<file path="src/rtl/sigmoid_coef_seq.sv">
`default_nettype none
// ============================================================================
// Module   : sigmoid_coef_seq
// Brief    : Classifies |x| into one of four PLAN sigmoid segments and emits
//            (x, gradient, offset) over a valid/ready handshake.
//            Optional macro SIGMOID_COEF_PARALLEL_EN: single-cycle search.
// Revision : 1.0 - initial release
// ============================================================================
module sigmoid_coef_seq #(
    parameter int BITS = 16,
    parameter int FRAC = 10
) (
    input  logic            clk,
    input  logic            rst,
    input  logic            in_valid,
    output logic            in_ready,
    input  logic [BITS-1:0] in_x,
    output logic            out_valid,
    input  logic            out_ready,
    output logic [BITS-1:0] out_x,
    output logic [BITS-1:0] out_gradient,
    output logic [BITS-1:0] out_offset,
    output logic [1:0]      out_seg
);

    localparam logic [1:0] S_IDLE   = 2'd0;
    localparam logic [1:0] S_SEARCH = 2'd1;
    localparam logic [1:0] S_EMIT   = 2'd2;

    // Constants built from exact binary fractions so they track FRAC (>= 5).
    localparam logic [BITS-1:0] C_BP0   = BITS'(1 << FRAC);
    localparam logic [BITS-1:0] C_BP1   = BITS'(19 << (FRAC - 3));
    localparam logic [BITS-1:0] C_BP2   = BITS'(5 << FRAC);
    localparam logic [BITS-1:0] C_GRAD0 = BITS'(1 << (FRAC - 2));
    localparam logic [BITS-1:0] C_GRAD1 = BITS'(1 << (FRAC - 3));
    localparam logic [BITS-1:0] C_GRAD2 = BITS'(1 << (FRAC - 5));
    localparam logic [BITS-1:0] C_OFF0  = BITS'(1 << (FRAC - 1));
    localparam logic [BITS-1:0] C_OFF1  = BITS'(5 << (FRAC - 3));
    localparam logic [BITS-1:0] C_OFF2  = BITS'(27 << (FRAC - 5));
    localparam logic [BITS-1:0] C_OFF3  = BITS'(1 << FRAC);
    localparam logic [BITS-1:0] C_MIN   = {1'b1, {(BITS-1){1'b0}}};
    localparam logic [BITS-1:0] C_MAX   = {1'b0, {(BITS-1){1'b1}}};

    logic [1:0]      r_state;
    logic [BITS-1:0] r_x;
    logic [BITS-1:0] r_abs;
    logic [1:0]      r_seg;
    logic [BITS-1:0] w_abs;
    logic            w_found;
    logic [1:0]      w_seg;
    logic [BITS-1:0] w_grad;
    logic [BITS-1:0] w_off;

    assign in_ready = (r_state == S_IDLE);

    // The most-negative input has no positive counterpart; clamp it.
    always_comb begin
        if (in_x == C_MIN)
            w_abs = C_MAX;
        else if (in_x[BITS-1])
            w_abs = -in_x;
        else
            w_abs = in_x;
    end

`ifdef SIGMOID_COEF_PARALLEL_EN
    always_comb begin
        w_found = 1'b1;
        if (r_abs < C_BP0)
            w_seg = 2'd0;
        else if (r_abs < C_BP1)
            w_seg = 2'd1;
        else if (r_abs < C_BP2)
            w_seg = 2'd2;
        else
            w_seg = 2'd3;
    end
`else
    logic [1:0]      r_idx;
    logic [BITS-1:0] w_bp_sel;

    always_comb begin
        case (r_idx)
            2'd0:    w_bp_sel = C_BP0;
            2'd1:    w_bp_sel = C_BP1;
            default: w_bp_sel = C_BP2;
        endcase
        w_found = (r_abs < w_bp_sel) || (r_idx == 2'd2);
        w_seg   = (r_abs < w_bp_sel) ? r_idx : 2'd3;
    end
`endif

    always_comb begin
        case (r_seg)
            2'd0:    begin w_grad = C_GRAD0;  w_off = C_OFF0; end
            2'd1:    begin w_grad = C_GRAD1;  w_off = C_OFF1; end
            2'd2:    begin w_grad = C_GRAD2;  w_off = C_OFF2; end
            default: begin w_grad = '0;       w_off = C_OFF3; end
        endcase
    end

    always_ff @(posedge clk) begin
        if (rst) begin
            r_state      <= S_IDLE;
            r_x          <= '0;
            r_abs        <= '0;
            r_seg        <= '0;
`ifndef SIGMOID_COEF_PARALLEL_EN
            r_idx        <= '0;
`endif
            out_valid    <= 1'b0;
            out_x        <= '0;
            out_gradient <= '0;
            out_offset   <= '0;
            out_seg      <= '0;
        end else begin
            case (r_state)
                S_IDLE: begin
                    if (in_valid) begin
                        r_x     <= in_x;
                        r_abs   <= w_abs;
`ifndef SIGMOID_COEF_PARALLEL_EN
                        r_idx   <= 2'd0;
`endif
                        r_state <= S_SEARCH;
                    end
                end
                S_SEARCH: begin
                    if (w_found) begin
                        r_seg   <= w_seg;
                        r_state <= S_EMIT;
                    end
`ifndef SIGMOID_COEF_PARALLEL_EN
                    else begin
                        r_idx <= r_idx + 2'd1;
                    end
`endif
                end
                S_EMIT: begin
                    // First EMIT cycle loads the triple; it is then held until taken.
                    if (!out_valid) begin
                        out_x        <= r_x;
                        out_gradient <= w_grad;
                        out_offset   <= w_off;
                        out_seg      <= r_seg;
                        out_valid    <= 1'b1;
                    end else if (out_ready) begin
                        out_valid <= 1'b0;
                        r_state   <= S_IDLE;
                    end
                end
                default: r_state <= S_IDLE;
            endcase
        end
    end

endmodule
`default_nettype wire

</file>
<file path="config.mk">
export PLATFORM = sky130hd
export DESIGN_NAME = sigmoid_coef_seq
export DESIGN_NICKNAME = d
export VERILOG_FILES = /design/src/rtl/sigmoid_coef_seq.sv
export SDC_FILE = /design/constraint.sdc
export NUM_CORES = 1
export LEC_CHECK = 0
export CAP_MARGIN = 20
export CORE_ASPECT_RATIO = 0.75
export CORE_UTILIZATION = 48
export CTS_CLUSTER_DIAMETER = 100
export DETAILED_ROUTE_END_ITERATION = 8
export HOLD_SLACK_MARGIN = 0.08
export PLACE_DENSITY = 0.8
export SLEW_MARGIN = 30
export SYNTH_ARGS = -nofsm -noshare
export SYNTH_HDL_FRONTEND = slang
export SYNTH_SLANG_ARGS = --single-unit
</file>
<file path="constraint.sdc">
create_clock -name clk -period 2.8 [get_ports clk]
set_input_delay 0.56 -clock clk [delete_from_list [all_inputs] [get_ports clk]]
set_output_delay 0.56 -clock clk [all_outputs]
set_load 0.01 [all_outputs]
</file>
Yosys cells after proc, flatten, opt, wreduce, memory -nomap -nowiden
Cells that the tools add are included.
{ "classes": {"n_lt_le_gt_ge": 1, "n_eq_ne": 12, "n_mul": 0, "n_shift": 0, "bitwise_logic": 1, "n_addsub": 2, "reduce_logical": 10, "n_div": 0, "n_mux": 16} }
{ "ops": {"columns": ["op", "n"], "rows": [
  ["$pmux W11 S3", 1],
  ["$mux W16", 2],
  ["$pmux W9 S3", 1],
  ["$pmux W13 S2", 1],
  ["$eq A16 B16 Y1 const B", 1],
  ["$lt A16 B16 Y1", 1],
  ["$neg A16 Y16", 1],
  ["$mux W2", 7],
  ["$ne A2 B2 Y1 const B", 5],
  ["$eq A2 B1 Y1 const B", 3],
  ["$eq A2 B2 Y1 const B", 3],
  ["$logic_not A2 Y1", 3],
  ["$pmux W2 S3", 1],
  ["$reduce_and A2 Y1", 3],
  ["$pmux W2 S2", 1],
  ["$reduce_and A4 Y1", 1],
  ["$reduce_and A3 Y1", 1],
  ["$add A2 B1 Y2 const B", 1],
  ["$mux W1", 2],
  ["$reduce_bool A2 Y1", 1],
  ["$logic_or A1 B1 Y1", 1],
  ["$not A1 Y1", 1]
]} }
{ "word_totals": {"register_bits": 89, "wordCells": 52, "memories": 0, "rom_bits": 0, "ram_bits": 0, "latchBits": 0, "out_inout_bits": 52, "in_bits": 20} }

Logic depth before layout (Yosys ltp)
Gate-level depths: netlist of run 1.
{ "logic_depth": {"ltp_word": 6, "ltp_mapped": 8} }

Worst setup path after synthesis of run 1
OpenSTA, ideal clock, no wires.
{ "synth_path": {"path_type": "reg2reg", "startpoint": "register r_idx[0]", "endpoint": "register r_idx[0]", "path_stages_with_launch": 9, "arrival_time_ns": 2.411, "period_less_slack_ns": 2.534, "required_ns": 2.677, "path_slack_ns": 0.266, "cell_sequence": "dfxtp_1 inv_1 ha_1 or2_2 ha_1 nand2_1 a2111oi_1 o311a_1 mux2_1"} }
{ "synth_via": {"elab_chain_cells": 6, "word_cells_on_any_way": 11} }
{ "synth_lines": {"columns": ["element", "line_no", "rtl"], "rows": [
  ["from (decl)", "79", "logic [1:0] r_idx;"],
  ["from (signal assigned)", "135", "r_idx <= r_idx + 2'd1;"],
  ["$eq A2 B1 Y1 / $logic_not A2 Y1 (equally long branches)", "83", "case (r_idx)"],
  ["$pmux W13 S2", "83", null],
  ["$lt A16 B16 Y1", "88", "w_found = (r_abs < w_bp_sel) || (r_idx == 2'd2);"],
  ["$logic_or A1 B1 Y1", "88", null],
  ["$ne A2 B2 Y1 (no line)", null, null],
  ["$reduce_and A3 Y1 (no line)", null, null]
]} }
Several ways; a longest one is shown, not always the timed one. The select of a mux whose other input is x is not followed.
A chain may end at the register's enable or synchronous reset.

Final worst setup path of run 1
Same ends and word-level chain as after synthesis.

==> results of run 1 <==
-- worst max-delay path by stage --
stage,from,slack (ns),endpoint,cells after the start
final,r_idx[0],0.16,r_idx[0],8
after global routing,r_idx[0],0.002,r_seg[1],9
after CTS,r_idx[0],0.16,r_idx[0],8
after detailed placement,in_x[3],0.20,r_abs[12],5
after global placement,in_x[7],0.26,r_abs[12],5
after floorplan,r_idx[0],0.27,r_idx[0],8
-- tightest hold or removal path, cell delays in order (launching register included) --
cell and delay (ns):
dfxtp_1 0.32, nand2_1 0.05, a21oi_1 0.05
-- power breakdown --
part / internal [mW] / switching, mW
Sequential: 0.847 / 0.0447
Clock: 0.294 / 0.260
Combinational: 0.168 / 0.245
Total: 1.31 / 0.551
-- per-stage QoR --
step           instance area (um2)  cells
5_1_grt                       3110    427
2_1_floorplan                 2674    338
3_5_place_dp                  2989    419
6_report                      3110    427
4_1_cts                       3110    427
3_3_place_gp                  2989    419
-- cells by family (layout without fill, tap and decap cells) --
group | Yosys count | in the layout | synth area share [%]
other | 1 | 23 | 0.1447
AOI/OAI and AO/OA | 65 | 65 | 15.60
DFF | 55 | 55 | 42.49
xor gates and xnor gates | 5 | 5 | 1.690
adders and majority gates | 8 | 8 | 3.863
muxes | 3 | 3 | 1.207
and+or+nand+nor | 128 | 128 | 23.03
buffers and inverters | 51 | 68 | 11.97
-- metal layers --
metal  GRT usage, %  part of all wire (%)  vias up
li1               -                     -     1098
met1          24.71                    45     1017
met2          37.50                    49       67
met3          5.276                   5.1        4
met4          4.375                  0.44        0
met5              0                     0        -
-- Yosys cell counts (2+ instances only) --
master	count	area share [%]
nand2_1	78	11
dfxtp_1	55	42
a21oi_1	41	7.9
buf_4	27	7.8
nor2_1	15	2.2
clkbuf_1	14	2.0
ha_1	8	3.9
inv_1	8	1.2
nand3_1	6	1.2
nor4_1	6	1.4
nor3_1	5	0.97
a211oi_1	4	1.2
xor2_1	4	1.4
nand2b_1	3	0.72
or3_1	3	0.72
a2111oi_0	2	0.68
mux2i_1	2	0.77
nor3b_1	2	0.58
o21ai_0	2	0.39
o31ai_1	2	0.58
-- final cells by class --
type | instances | area [um2] | share of cell area, %
clock buffers | 6 | 82.58 | 2.655
clock inverters | 2 | 38.79 | 1.247
inverters | 8 | 30.03 | 0.9654
multi-input cells | 232 | 1262 | 40.59
flip-flops and latches | 55 | 1101 | 35.40
well taps | 72 | 90.09 | 2.896
repair buffers | 52 | 505.5 | 16.25
-- registers in the layout (all words and copies together) (netlist names), 2 cells and up --
name,cells
out_x,16
r_x,16
r_abs,9
out_offset,4
out_seg,2
r_idx,2
r_seg,2
r_state,2
-- cell usage in the layout, fill, tap and decap left out, types with 2 or more instances in the layout --
master	instances
a2111oi_0	2
a211oi_1	4
a21oi_1	41
buf_4	4
clkbuf_8	6
clkdlybuf4s50_1	47
conb_1	23
dfxtp_1	55
ha_1	8
inv_1	8
mux2i_1	2
nand2_1	78
nand2b_1	3
nand3_1	6
nor2_1	15
nor3_1	5
nor3b_1	2
nor4_1	6
o21ai_0	2
o31ai_1	2
or3_1	3
xor2_1	4
==> qor.csv, run 1 <==
metric;value;unit
fin util;61.75;%
EDFF count, synth;0;
number of remaining DRC errors;0;
largest net degree at the start of global routing;41;
Reg2Reg Depth;8;
CP max FO;4;
Crit path arrival time;2.85;ns
fmax;378.1;MHz
Total Neg Setup Slack;0;ns
placement row count;22;
worst hold path endpoint;out_x[12];
# Max-Cap Violations;0;
H-tree depth;2;
Main synth FF type;dfxtp_1;
final antenna-violating net count;0;
TritonCTS clock tree;yes;
most used cell, CP;ha_1;
# clock sinks;55;
FFs w/ async S/R, synth;0;%
postcts setup bufs;0;
status;completed;
Fill cells;461;
Die H;65.63;um
Final min period;2.645;ns
antenna violations before repair;0;
nature of the critical path endpoint;flop;
final period utilization;94.46;%
cell count after synthesis;316;
#FFs+latches synth;55;
# diodes;0;
wire per inst;12.80;um
PostCTS Resize Cnt;0;
Final #Nets;382;
Setup CP Type;reg -> reg;
clock-pin slew on the worst setup and hold paths;0.10;ns
Num CTS Buffers;5;
kind of cell adding the most delay to the critical path;compound AO/OA/AOI/OAI gates;
Congestion Overflow GR;0;
Place WS;0.1963;ns
required time worst endpoint;3.00;ns
Buffers on Ports;48;
maximum vdd drop;354.8;uV
first-pass GRT wire length;9321;um
DR vias;2186;
relative slew slack;48.81;%
r2r setup slk;0.16;ns
Clock Latency Late Sink;0.31;ns
WP buf/inv;1;
synth-to-layout area growth;20.04;%
skew final;0.005015;ns
drt via density;5.119;
Die ar.;5699;um2
GRT Resource Usage Total;20.71;%
CTS Buffer Depth;2;
WHS Path Cells;2;
CTS hold repair buffers;0;
layout cells sized above 1;5.915;%
RSZ-0062 raised after global routing;no;
Setup Viol. Count Final;0;
RR Endpoint;r_idx[0];
startpoint types;flop;
Horiz. Die Dim;86.84;um
vias in the first global route;2063;
Worst Max-Slew Pin Slew;0.7679;ns
I/O pin cnt;72;
Final Hold Vio Count;0;
slowest stage delay, CP;0.52;ns
beginning of the worst hold path;out_x[12];
Leak;1.138;nW
hold crit path type;reg -> reg;
Yosys Warn Count;0;
Synth cell types;49;
Seq/Total Area, Yosys;42.49;%
Mean Syn Cell Area;8.200;um2
final WL;5467;um
Worst Setup Slack, final;0.1552;ns
r2r startpoint;r_idx[0];
total power;1.859;mW
Initial Utilization;51.44;%
max-slew violation count;0;
mapped cell area;2591;um2
DRT iter0 DRCs;117;
CP max stage cell;a2111oi_1;
core area;5037;um2
final RePlAce weighted congestion;0.8090;
root buf cell;clkbuf_8;
TritonRoute pass-1 iters;4;
crit path cell chain;inv_1 -> ha_1 -> or2_2 -> ha_1 -> nand2_1 -> a2111oi_1 -> o311a_1 -> mux2_1;
power per cell area;597.7;nW/um2
Min Hold Slack;0.4574;ns
post-detail-place hpwl;3904;um
Power figures use the tool's default switching activity.
==> run 2, diff against run 1 <==
--- a/config.mk
+++ b/config.mk
@@ -12,7 +12,7 @@
 export DETAILED_ROUTE_END_ITERATION = 8
 export HOLD_SLACK_MARGIN = 0.08
 export PLACE_DENSITY = 0.8
-export SLEW_MARGIN = 30
+export SLEW_MARGIN = 25
 export SYNTH_ARGS = -nofsm -noshare
 export SYNTH_HDL_FRONTEND = slang
 export SYNTH_SLANG_ARGS = --single-unit
==> results of run 2 <==
Same layout as run 1: the final DEF is identical, and so are final timing and power.
==> run 3, diff against run 2 <==
--- a/config.mk
+++ b/config.mk
@@ -7,12 +7,12 @@
 export LEC_CHECK = 0
 export CAP_MARGIN = 20
 export CORE_ASPECT_RATIO = 0.75
-export CORE_UTILIZATION = 48
+export CORE_UTILIZATION = 50
+export CTS_BUF_LIST = sky130_fd_sc_hd__clkbuf_8
 export CTS_CLUSTER_DIAMETER = 100
 export DETAILED_ROUTE_END_ITERATION = 8
 export HOLD_SLACK_MARGIN = 0.08
-export PLACE_DENSITY = 0.8
-export SLEW_MARGIN = 25
+export PLACE_DENSITY = 0.83
 export SYNTH_ARGS = -nofsm -noshare
 export SYNTH_HDL_FRONTEND = slang
 export SYNTH_SLANG_ARGS = --single-unit
==> qor.csv, run 3 (same netlist as run 1, synthesis figures left out) <==
metric;value;unit;change
max-slew violation count;0;;unchanged
H-tree depth;2;;unchanged
final antenna-violating net count;0;;unchanged
# diodes;0;;unchanged
Final min period;2.464;ns;-0.1807 ns
DRT iter0 DRCs;121;;+3.4%
logic gate share of total power;23.8;%;+1.6 points
post-detail-place hpwl;3875;um;-0.75%
drt via density;5.245;;+2.5%
CTS hold repair buffers;0;;unchanged
RSZ-0062 raised after global routing;no;;
Crit path arrival time;2.66;ns;-0.19 ns
Num CTS Buffers;5;;unchanged
Die H;64.35;um;-2.0%
Worst Max-Slew Pin Slew;0.8277;ns;+0.05982 ns
first-pass GRT wire length;9101;um;-2.4%
I/O pin cnt;72;;unchanged
antenna violations before repair;0;;unchanged
Final Hold Vio Count;0;;unchanged
layout cells sized above 1;6.180;%;+0.26 points
crit path cell chain;inv_1 -> ha_1 -> or2_2 -> ha_1 -> nand2_1 -> a2111oi_2 -> o311a_1 -> mux2_1;;
DR vias;2182;;-0.18%
Leak;1.134;nW;-0.32%
Horiz. Die Dim;85.13;um;-2.0%
wire per inst;13.00;um;+1.5%
final WL;5408;um;-1.1%
met1 Resource Use GR;25.62;%;+0.91 points
Die ar.;5477;um2;-3.9%
biggest registers after layout;out_x x16, r_x x16, r_abs x9;;
# Max-Cap Violations;0;;unchanged
met2 Track Usage GR;37.30;%;-0.20 points
slowest stage delay, CP;0.39;ns;-0.13 ns
root buf cell;clkbuf_8;;
postcts setup bufs;0;;unchanged
Min Hold Slack;0.4573;ns;-0.00009100 ns
hold crit path type;reg -> reg;;
TritonRoute pass-1 iters;4;;unchanged
status;completed;;
GR met3 Demand/Resource;4.134;%;-1.1 points
largest net degree at the start of global routing;36;;-12%
kind of cell adding the most delay to the critical path;compound AO/OA/AOI/OAI gates;;
most used cell, CP;ha_1;;
skew final;0.005111;ns;+0.00009579 ns
commonest non-fill, non-tap cell in the layout;nand2_1;;
Clock power frac;25.8;%;-4.0 points
PostCTS Resize Cnt;0;;unchanged
GRT Resource Usage Total;20.95;%;+0.23 points
vias in the first global route;2014;;-2.4%
CP max FO;4;;unchanged
Setup CP Type;reg -> reg;;
maximum vdd drop;397.8;uV;+12%
Final #Nets;383;;+0.26%
# clock sinks;55;;unchanged
WP buf/inv;1;;unchanged
Switch Pwr;550.9;uW;about the same
TritonCTS clock tree;yes;;
startpoint types;flop;;
final RePlAce weighted congestion;0.8301;;+2.6%
required time worst endpoint;3.00;ns;about the same
placement row count;22;;unchanged
Switching Share;31.15;%;+1.5 points
Buffers on Ports;48;;unchanged
Initial Utilization;52.59;%;+1.1 points
number of remaining DRC errors;0;;unchanged
synth-to-layout area growth;18.93;%;
grt peak-use layer;met2;;
Clock Latency Late Sink;0.31;ns;about the same
Internal Power;1.217;mW;-7.0%
most frequent cells in the layout;nand2_1, dfxtp_1, clkdlybuf4s50_1, a21oi_1, conb_1;;
CP max stage cell;dfxtp_1;;
nature of the critical path endpoint;flop;;
core area;4927;um2;-2.2%
fmax;405.8;MHz;+7.3%
Total Neg Setup Slack;0;ns;unchanged
total power;1.768;mW;-4.9%
sequential share of power;50.4;%;+2.5 points
clock-pin slew on the worst setup and hold paths;0.10;ns;about the same
final period utilization;88.00;%;-6.5 points
relative slew slack;44.82;%;-4.0 points
power per cell area;573.8;nW/um2;-4.0%
Setup Viol. Count Final;0;;unchanged
CTS Buffer Depth;2;;unchanged
Congestion Overflow GR;0;;unchanged
run 3: worst paths after layout:
kind / start / to / slack, ns / depth (start not counted)
max: r_idx[0] / r_idx[0] / 0.34 / 8
min: out_offset[10] / out_offset[10] / 0.46 / 2
max reg2reg: r_idx[0] / r_idx[0] / 0.34 / 8
min reg2reg: out_offset[10] / out_offset[10] / 0.46 / 2
run 3: area by class of cell:
class,instances,area [um2]
clock buffers,6,82.58
inverters,8,30.03
fillers,450,1846
flip-flops and latches,55,1101
repair buffers,53,513.0
clock inverters,2,12.51
multi-input cells,232,1267
well taps,60,75.07
run 3: worst reg2reg max path, delay by kind of cell, from the launching register on:
kind                     cells  cell delay (ns)
AO/OA/AOI/OAI                2             0.68
multiplexers                 1             0.33
buffers and inverters        1             0.11
adder cells (fa/ha/maj)      2             0.50
flip-flops                   1             0.39
AND/OR/NAND/NOR              2             0.35
run 3: layer usage:
| layer | wire [um] | vias to the layer above | share of wire, % |
|---|---|---|---|
| li1 | - | 1099 | - |
| met5 | 0 | - | 0 |
| met1 | 2501 | 1006 | 46 |
| met2 | 2573 | 71 | 48 |
| met3 | 286 | 6 | 5.3 |
| met4 | 47 | 0 | 0.87 |
run 3: through the flow:
stage / utilization, % / cells / area, um2 / setup WS, ns
finish: 62.54 / 416 / 3082 / 0.3359
global route: 62.54 / 416 / 3082 / 0.01534
CTS: 62.44 / 416 / 3077 / 0.2274
detailed placement: 60.51 / 408 / 2982 / 0.2176
global placement: 60.51 / 408 / 2982 / 0.2749
floorplan: - / 338 / 2674 / 0.2661
run 3: power by group through the flow:
stage,clock network [mW],registers (mW),logic (mW)
6_report,0.456,0.891,0.421
5_1_grt,0.495,0.902,0.471
4_1_cts,0.466,0.892,0.417
3_5_place_dp,0,0.909,0.415
3_3_place_gp,0,0.906,0.400
2_1_floorplan,0,0.905,0.296
